[src/rtl/stochastic_number_generator.sv]
// stochastic_number_generator
// Encodes a WIDTH-bit unsigned value as a unipolar stochastic bitstream of
// N = 2^WIDTH - 1 bits. Each bit compares the held value against (LFSR - 1),
// where the LFSR is maximal-length. Because (LFSR - 1) visits every value
// 0..N-1 exactly once per period, the stream carries exactly `value` ones.
module stochastic_number_generator #(
   parameter int WIDTH = 8,
   parameter int SEED  = 1
) (
   input  logic             clk,
   input  logic             rst,
   input  logic             in_valid,
   output logic             in_ready,
   input  logic [WIDTH-1:0] in_value,
   input  logic             en,
   output logic             out_bit,
   output logic             out_valid,
   output logic             out_last,
   output logic             busy
);

   // Feedback tap masks, bit (tap-1) set for each 1-indexed tap position.
   function automatic logic [11:0] taps_for(input int w);
      logic [11:0] mask;
      case (w)
         32'sd4:  mask = 12'b0000_0000_1100;  // 4,3
         32'sd5:  mask = 12'b0000_0001_0100;  // 5,3
         32'sd6:  mask = 12'b0000_0011_0000;  // 6,5
         32'sd7:  mask = 12'b0000_0110_0000;  // 7,6
         32'sd8:  mask = 12'b0000_1011_1000;  // 8,6,5,4
         32'sd9:  mask = 12'b0001_0001_0000;  // 9,5
         32'sd10: mask = 12'b0010_0100_0000;  // 10,7
         32'sd11: mask = 12'b0101_0000_0000;  // 11,9
         32'sd12: mask = 12'b1000_0010_1001;  // 12,6,4,1
         default: mask = 12'b0000_0000_1100;
      endcase
      return mask;
   endfunction

   localparam logic [11:0]      TAPS12     = taps_for(WIDTH);
   localparam logic [WIDTH-1:0] TAP_MASK   = TAPS12[WIDTH-1:0];
   localparam logic [WIDTH-1:0] ONE        = {{(WIDTH-1){1'b0}}, 1'b1};
   localparam logic [WIDTH-1:0] SEED_TRUNC = WIDTH'(SEED);
   // An all-zero seed would lock the LFSR, so it is replaced by 1.
   localparam logic [WIDTH-1:0] SEED_EFF   = (SEED_TRUNC == {WIDTH{1'b0}}) ? ONE : SEED_TRUNC;
   // Index of the final stream bit (N-1 = 2^WIDTH - 2).
   localparam logic [WIDTH-1:0] CNT_LAST   = {{(WIDTH-1){1'b1}}, 1'b0};

   // Even parity (XOR reduction) of a WIDTH-bit vector.
   function automatic logic parity(input logic [WIDTH-1:0] v);
      return ^v;
   endfunction

   // Fibonacci LFSR step, shifting toward the MSB.
   function automatic logic [WIDTH-1:0] lfsr_next(input logic [WIDTH-1:0] v);
      return {v[WIDTH-2:0], parity(v & TAP_MASK)};
   endfunction

   typedef enum logic [0:0] {
      ST_IDLE = 1'b0,
      ST_RUN  = 1'b1
   } state_t;

   state_t           r_state;
   logic [WIDTH-1:0] r_lfsr;
   logic [WIDTH-1:0] r_cnt;
   logic [WIDTH-1:0] r_value;
   logic             r_out_bit;
   logic             r_out_valid;
   logic             r_out_last;

   state_t           w_state_next;
   logic [WIDTH-1:0] w_lfsr_next;
   logic [WIDTH-1:0] w_cnt_next;
   logic [WIDTH-1:0] w_value_next;
   logic             w_bit_next;
   logic             w_valid_next;
   logic             w_last_next;
   logic [WIDTH-1:0] w_lfsr_m1;

   assign w_lfsr_m1 = r_lfsr - ONE;

   // Next-state and next-output decode for the IDLE/RUN controller.
   always_comb begin
      w_state_next = r_state;
      w_lfsr_next  = r_lfsr;
      w_cnt_next   = r_cnt;
      w_value_next = r_value;
      w_bit_next   = r_out_bit;
      w_valid_next = 1'b0;
      w_last_next  = 1'b0;
      case (r_state)
         ST_IDLE: begin
            if (in_valid) begin
               w_value_next = in_value;
               w_lfsr_next  = SEED_EFF;
               w_cnt_next   = {WIDTH{1'b0}};
               w_state_next = ST_RUN;
            end else begin
               w_state_next = ST_IDLE;
            end
         end
         ST_RUN: begin
            if (en) begin
               w_bit_next   = (w_lfsr_m1 < r_value);
               w_valid_next = 1'b1;
               w_lfsr_next  = lfsr_next(r_lfsr);
               w_cnt_next   = r_cnt + ONE;
               if (r_cnt == CNT_LAST) begin
                  w_last_next  = 1'b1;
                  w_state_next = ST_IDLE;
               end else begin
                  w_last_next  = 1'b0;
               end
            end else begin
               // Frozen: state, LFSR, count, value and out_bit all hold.
               w_valid_next = 1'b0;
            end
         end
         default: begin
            w_state_next = ST_IDLE;
         end
      endcase
   end

   // State and datapath registers with asynchronous active-low reset.
   always_ff @(posedge clk or negedge rst) begin
      if (!rst) begin
         r_state     <= ST_IDLE;
         r_lfsr      <= SEED_EFF;
         r_cnt       <= {WIDTH{1'b0}};
         r_value     <= {WIDTH{1'b0}};
         r_out_bit   <= 1'b0;
         r_out_valid <= 1'b0;
         r_out_last  <= 1'b0;
      end else begin
         r_state     <= w_state_next;
         r_lfsr      <= w_lfsr_next;
         r_cnt       <= w_cnt_next;
         r_value     <= w_value_next;
         r_out_bit   <= w_bit_next;
         r_out_valid <= w_valid_next;
         r_out_last  <= w_last_next;
      end
   end

   assign in_ready  = (r_state == ST_IDLE);
   assign busy      = (r_state == ST_RUN);
   assign out_bit   = r_out_bit;
   assign out_valid = r_out_valid;
   assign out_last  = r_out_last;

endmodule

[config.mk]
export PLATFORM = sky130hd
export DESIGN_NAME = stochastic_number_generator
export DESIGN_NICKNAME = d
export VERILOG_FILES = /design/src/rtl/stochastic_number_generator.sv
export SDC_FILE = /design/constraint.sdc
export NUM_CORES = 1
export LEC_CHECK = 0
export CORE_UTILIZATION = 54
export CTS_CLUSTER_DIAMETER = 60
export CTS_CLUSTER_SIZE = 10
export DETAILED_ROUTE_END_ITERATION = 7
export PLACE_DENSITY = 0.86
export SYNTH_ARGS = -nofsm -noshare
export SYNTH_HDL_FRONTEND = slang
export SYNTH_SLANG_ARGS = --single-unit
export TNS_END_PERCENT = 100
[constraint.sdc]
create_clock -name clk -period 2.5 [get_ports clk]
set_input_delay 0.375 -clock clk [delete_from_list [all_inputs] [get_ports clk]]
set_output_delay 0.375 -clock clk [all_outputs]
set_load 0.03 [all_outputs]
# Word-level counts from Yosys, hierarchy flattened
# Cells that the tools add are included.
[op_classes]
n_addsub = 2
n_lt_le_gt_ge = 1
n_eq_ne = 3
muxes = 15
bitwise = 1
reduce_logical = 4
[ops]
columns = ["cell", "count"]
rows = [
  ["$mux W8", 4],
  ["$pmux W8 S2", 2],
  ["$add A8 B1 Y8 const B", 1],
  ["$eq A8 B8 Y1 const B", 1],
  ["$lt A8 B8 Y1", 1],
  ["$mux W1", 8],
  ["$reduce_xor A8 Y1", 1],
  ["$sub A8 B1 Y8 const B", 1],
  ["$reduce_and A2 Y1", 3],
  ["$ne A2 B2 Y1 const B", 2],
  ["$pmux W1 S2", 1],
  ["$not A1 Y1", 1],
]
[totals]
ff_bits = 28
inputBits = 12
wordCells = 33

# Logic depth before layout (Yosys ltp)
[depth]
ltp_word = 4
depth_mapped = 8

# Worst setup path before layout
# OpenSTA, ideal clock, no wires.
[synth_timing]
path_kind = "register to register"
start = "register r_lfsr[3]"
end = "register r_out_bit (netlist: out_bit)"
setup_time_ns = 0.110
arrival_time_ns = 1.754
t_required_ns = 2.390
slack_ns = 0.636
stages_incl_launch_ff = 9
period_less_slack_ns = 1.864
path_cell_list = "dfrtp_1 nor2_1 nand3_1 nor2_1 xnor2_1 ha_1 a211oi_1 nor2_1 o41ai_1"
[synth_between]
elab_chain_cells = 2
[synth_rtl]
columns = ["item", "line", "source"]
rows = [
  ["from (decl)", "65", "logic [WIDTH-1:0] r_lfsr;"],
  ["from (signal assigned)", "138", "r_lfsr <= w_lfsr_next;"],
  ["$sub A8 B1 Y8", "81", "assign w_lfsr_m1 = r_lfsr - ONE;"],
  ["$lt A8 B8 Y1", "105", "w_bit_next = (w_lfsr_m1 < r_value);"],
  ["to (signal assigned)", "141", "r_out_bit <= w_bit_next;"],
  ["to (decl)", "68", "logic r_out_bit;"],
]
# No other way between the ends.
# A chain may end at the register's enable or synchronous reset.

# Worst setup path in the final report
[layout_timing]
start = "register r_lfsr[0]"
end = "register r_out_bit (netlist: out_bit)"
# Same word-level chain as after synthesis.

==> impl_metrics.yaml <==
critical_path:
  rr_startpoint: "r_lfsr[0]"
  crit_chain: "inv_1 -> ha_1 -> nand3_1 -> xnor2_1 -> ha_1 -> o21ai_0 -> nor2_1 -> o41ai_1"
  critical_path_class: "flop to flop"
  slowest_stage: "dfstp_2"
  cp.depth: 8
  r2r_setup_slack_ns: 0.40
  cp_max_fo: 4
  startpoint_type: "flop"
  cp-end-kind: "flop"
  arrival_ns: 2.33
  worstReg2RegEnd: "out_bit"
  cpPeakStageDelay_ns: 0.57
  path_common_cell: "ha_1"
  crit_buf_inv: 1
  critical_path.top_delay_family: "flip-flops"
  crit_required_ns: 2.73
  rr_worst_depth: 8
synth:
  synth_top_family_by_area: "simple AND/OR/NAND/NOR gates"
  ys_warn_count: 0
  synthXorXnorAreaFrac_pct: 4.88
  syn_inst: 147
  synth_area_per_cell_um2: 9.77
  post_synth_main_area_contributors: "dfrtp_1 47%, ha_1 9.6%, nand2_1 6.8%"
  yosysSeqAreaShare_pct: 48.9
  netlist.area_leader.share_pct: 47.0
  synth-compound-area-share_pct: 13.8
  synth_cell_types: 30
  ys_ff_latch: 28
  netlist_area_mm2: 0.00144
  synth_mux_area_share_pct: 0.697
  synthSimpleGateAreaFrac_pct: 16.6
  synth_fa_ha_area_share_pct: 9.58
  synth_fp_nets: 170
  yosysTopAreaCell: "dfrtp_1"
run:
  cap_violations: 0
routing:
  drc: 0
  ant_nets: 0
  avgViaCountPerCell: 5.37
  firstDrtPassIters: 4
  drtIter0Drc: 10
  routedWlPerCell_um: 13.0
  routed_wl_um: 2560
  vias: 1052
clock_network:
  insertion_delay_ns: 0.33
  hold_buffers: 0
  cts_max_level: 1
  root_buffer: "clkbuf_4"
  postCtsSetupRepairBufs: 0
  cts_sinks: 28
  clk_pin_slew_ns: 0.14
  cts_tree: "built"
  cts_inserted_buffers: 3
  cts_resized: 0
  clockBufferDepth: 2
timing:
  finalSetupViolCount: 0
  worst_pin_slew_ns: 0.646
  fin_crit_sh_pct: 83.9
  fin_crit_ns: 2.10
  finClkSkew_ns: 0.00179
  rsz0062_at_grt: "no"
  hold_ws_ns: 0.411
  final_hold_viol_count: 0
  final-max-slew-violation-count: 0
  slew-limit-headroom_pct: 56.8
  setup_tns_ns: 0
  fmax_ghz: 0.477
power_and_ir_drop:
  leakage_nw: 0.769
  p_clk_share_pct: 16.7
  netSwitchingPower_mw: 0.464
  power_density_mw_per_mm2: 783
  ir_worst_vdd_mv: 0.458
  p_int_mw: 0.848
  sw_frac_of_total_pct: 35.4
  power_frac_comb_pct: 33.8
  seq_power_share_pct: 49.5
die:
  start_util_pct: 57.5
  chipHeight_um: 53.6
  ios: 17
  die_x_um: 53.6
  die-area_mm2: 0.00287
  core-area_mm2: 0.00250
  rows: 18
global_routing:
  grt_max_degree: 29
  grt_antenna_before_repair: 0
  gr-usage-all-layers_pct: 20.8
  grt_pass1_vias: 1030
  grt_pass1_wl_um: 4260
  grt_overflow: 0
final_layout:
  nets: 190
  antenna_cells: 0
  ff_latch_area_um2: 702
  multi_input_area_um2: 653
  fin_util_pct: 67.0
  final.fill_count: 183
  drive_gt1_share_pct: 9.64
  area_growth_pct: 16.6
placement:
  hpwl_um: 1940
  gp_congestion: 0.814
  port_buffers: 16
run_status:
  outcome: "complete, no violations"
hold_path:
  hold_class: "primary input to async pin"
## synthesized netlist by cell type, drive strengths merged
| library cell | n |
|---|---|
| dfrtp | 27 |
| nand2 | 26 |
| inv | 17 |
| o21ai | 17 |
| ha | 11 |
| nand3 | 8 |
| nor2 | 7 |
| xnor2 | 4 |
| xor2 | 4 |
| a211oi | 3 |
| a22o | 3 |
| o31ai | 3 |
| buf | 2 |
| clkbuf | 2 |
| nand4 | 2 |
| nor3 | 2 |
| o211ai | 2 |
| a22oi | 1 |
| dfstp | 1 |
| mux2i | 1 |
| nor2b | 1 |
| nor4 | 1 |
| o41ai | 1 |
| or3 | 1 |
## layout make-up
| class | instances | area share (%) |
|---|---|---|
| Sequential cell | 28 | 41.9 |
| Multi-Input combinational cell | 98 | 39.0 |
| Timing Repair Buffer | 19 | 10.9 |
| Inverter | 17 | 3.81 |
| Tap cell | 30 | 2.24 |
| Clock buffer | 4 | 2.17 |
## logic make-up (layout without fill, tap and decap cells)
| kind of cell | count (synthesis) | count (layout) |
|---|---|---|
| AND/OR/NAND/NOR | 48 | 48 |
| AO/OA/AOI/OAI | 30 | 30 |
| flip-flops | 28 | 28 |
| buffers and inverters | 21 | 40 |
| adder cells (fa/ha/maj) | 11 | 11 |
| XOR/XNOR | 8 | 8 |
| multiplexers | 1 | 1 |
## placed cells by master (no fill, tap or decap), types with 2 or more instances in the layout
cell / synthesis / final
nand4_1: 2 / 2
nor2_1: 7 / 7
xor2_1: 4 / 4
a22o_1: 3 / 3
buf_4: 0 / 3
dfrtp_1: 27 / 27
o21ai_1: 3 / 3
ha_1: 11 / 11
clkdlybuf4s50_1: 0 / 16
inv_1: 16 / 16
nand3_1: 6 / 6
nand2_1: 26 / 26
a211oi_1: 3 / 3
xnor2_1: 4 / 4
nand3_2: 2 / 2
clkbuf_4: 0 / 3
o31ai_1: 2 / 2
o21ai_0: 14 / 14
## registers in the layout (all words and copies together), names as in the netlist
signal / count
busy: 1
out_bit: 1
out_last: 1
out_valid: 1
r_cnt: 8
r_lfsr: 8
r_value: 8
## worst max-delay path by stage
stage          slack [ns]      end       from
6_report             0.40  out_bit  r_lfsr[0]
5_1_grt              0.20  out_bit  r_lfsr[3]
4_1_cts              0.38  out_bit  r_lfsr[3]
3_5_place_dp         0.42  out_bit  r_lfsr[3]
3_3_place_gp         0.57  out_bit  r_lfsr[3]
2_1_floorplan        0.64  out_bit  r_lfsr[3]
## metrics by stage
step | total power, mW | cell area, um2 | worst slack (ns) | std cells
final | 1.31 | 1680 | 0.402 | 196
after detailed placement | 1.10 | 1640 | 0.423 | 192
after floorplan | 0.966 | 1440 | 0.636 | 147
after CTS | 1.33 | 1680 | 0.381 | 196
after global placement | 1.06 | 1640 | 0.575 | 192
after global routing | 1.41 | 1680 | 0.199 | 196
## worst reg2reg max path, cell delays in order (launching register included)
cell and delay, ns:
dfstp_2 0.57, inv_1 0.08, ha_1 0.23, nand3_1 0.11, xnor2_1 0.14, ha_1 0.27
o21ai_0 0.21, nor2_1 0.07, o41ai_1 0.32
## power groups by stage
stage,clock network (mW),registers [mW],logic [mW]
floorplan,0,0.651,0.315
global placement,0,0.649,0.416
detailed placement,0,0.657,0.443
CTS,0.228,0.648,0.450
global route,0.243,0.663,0.507
finish,0.220,0.649,0.443
## layer usage
metal	global-route usage, %	wire length (um)	part of all wire [%]	vias up
met4	8.33	33	1.3	0
met5	0	0	0	-
li1	-	-	-	536
met1	25.6	1260	49	489
met3	4.24	101	3.9	4
met2	35.4	1160	45	23
No activity file was read; power rests on OpenSTA's default activity.
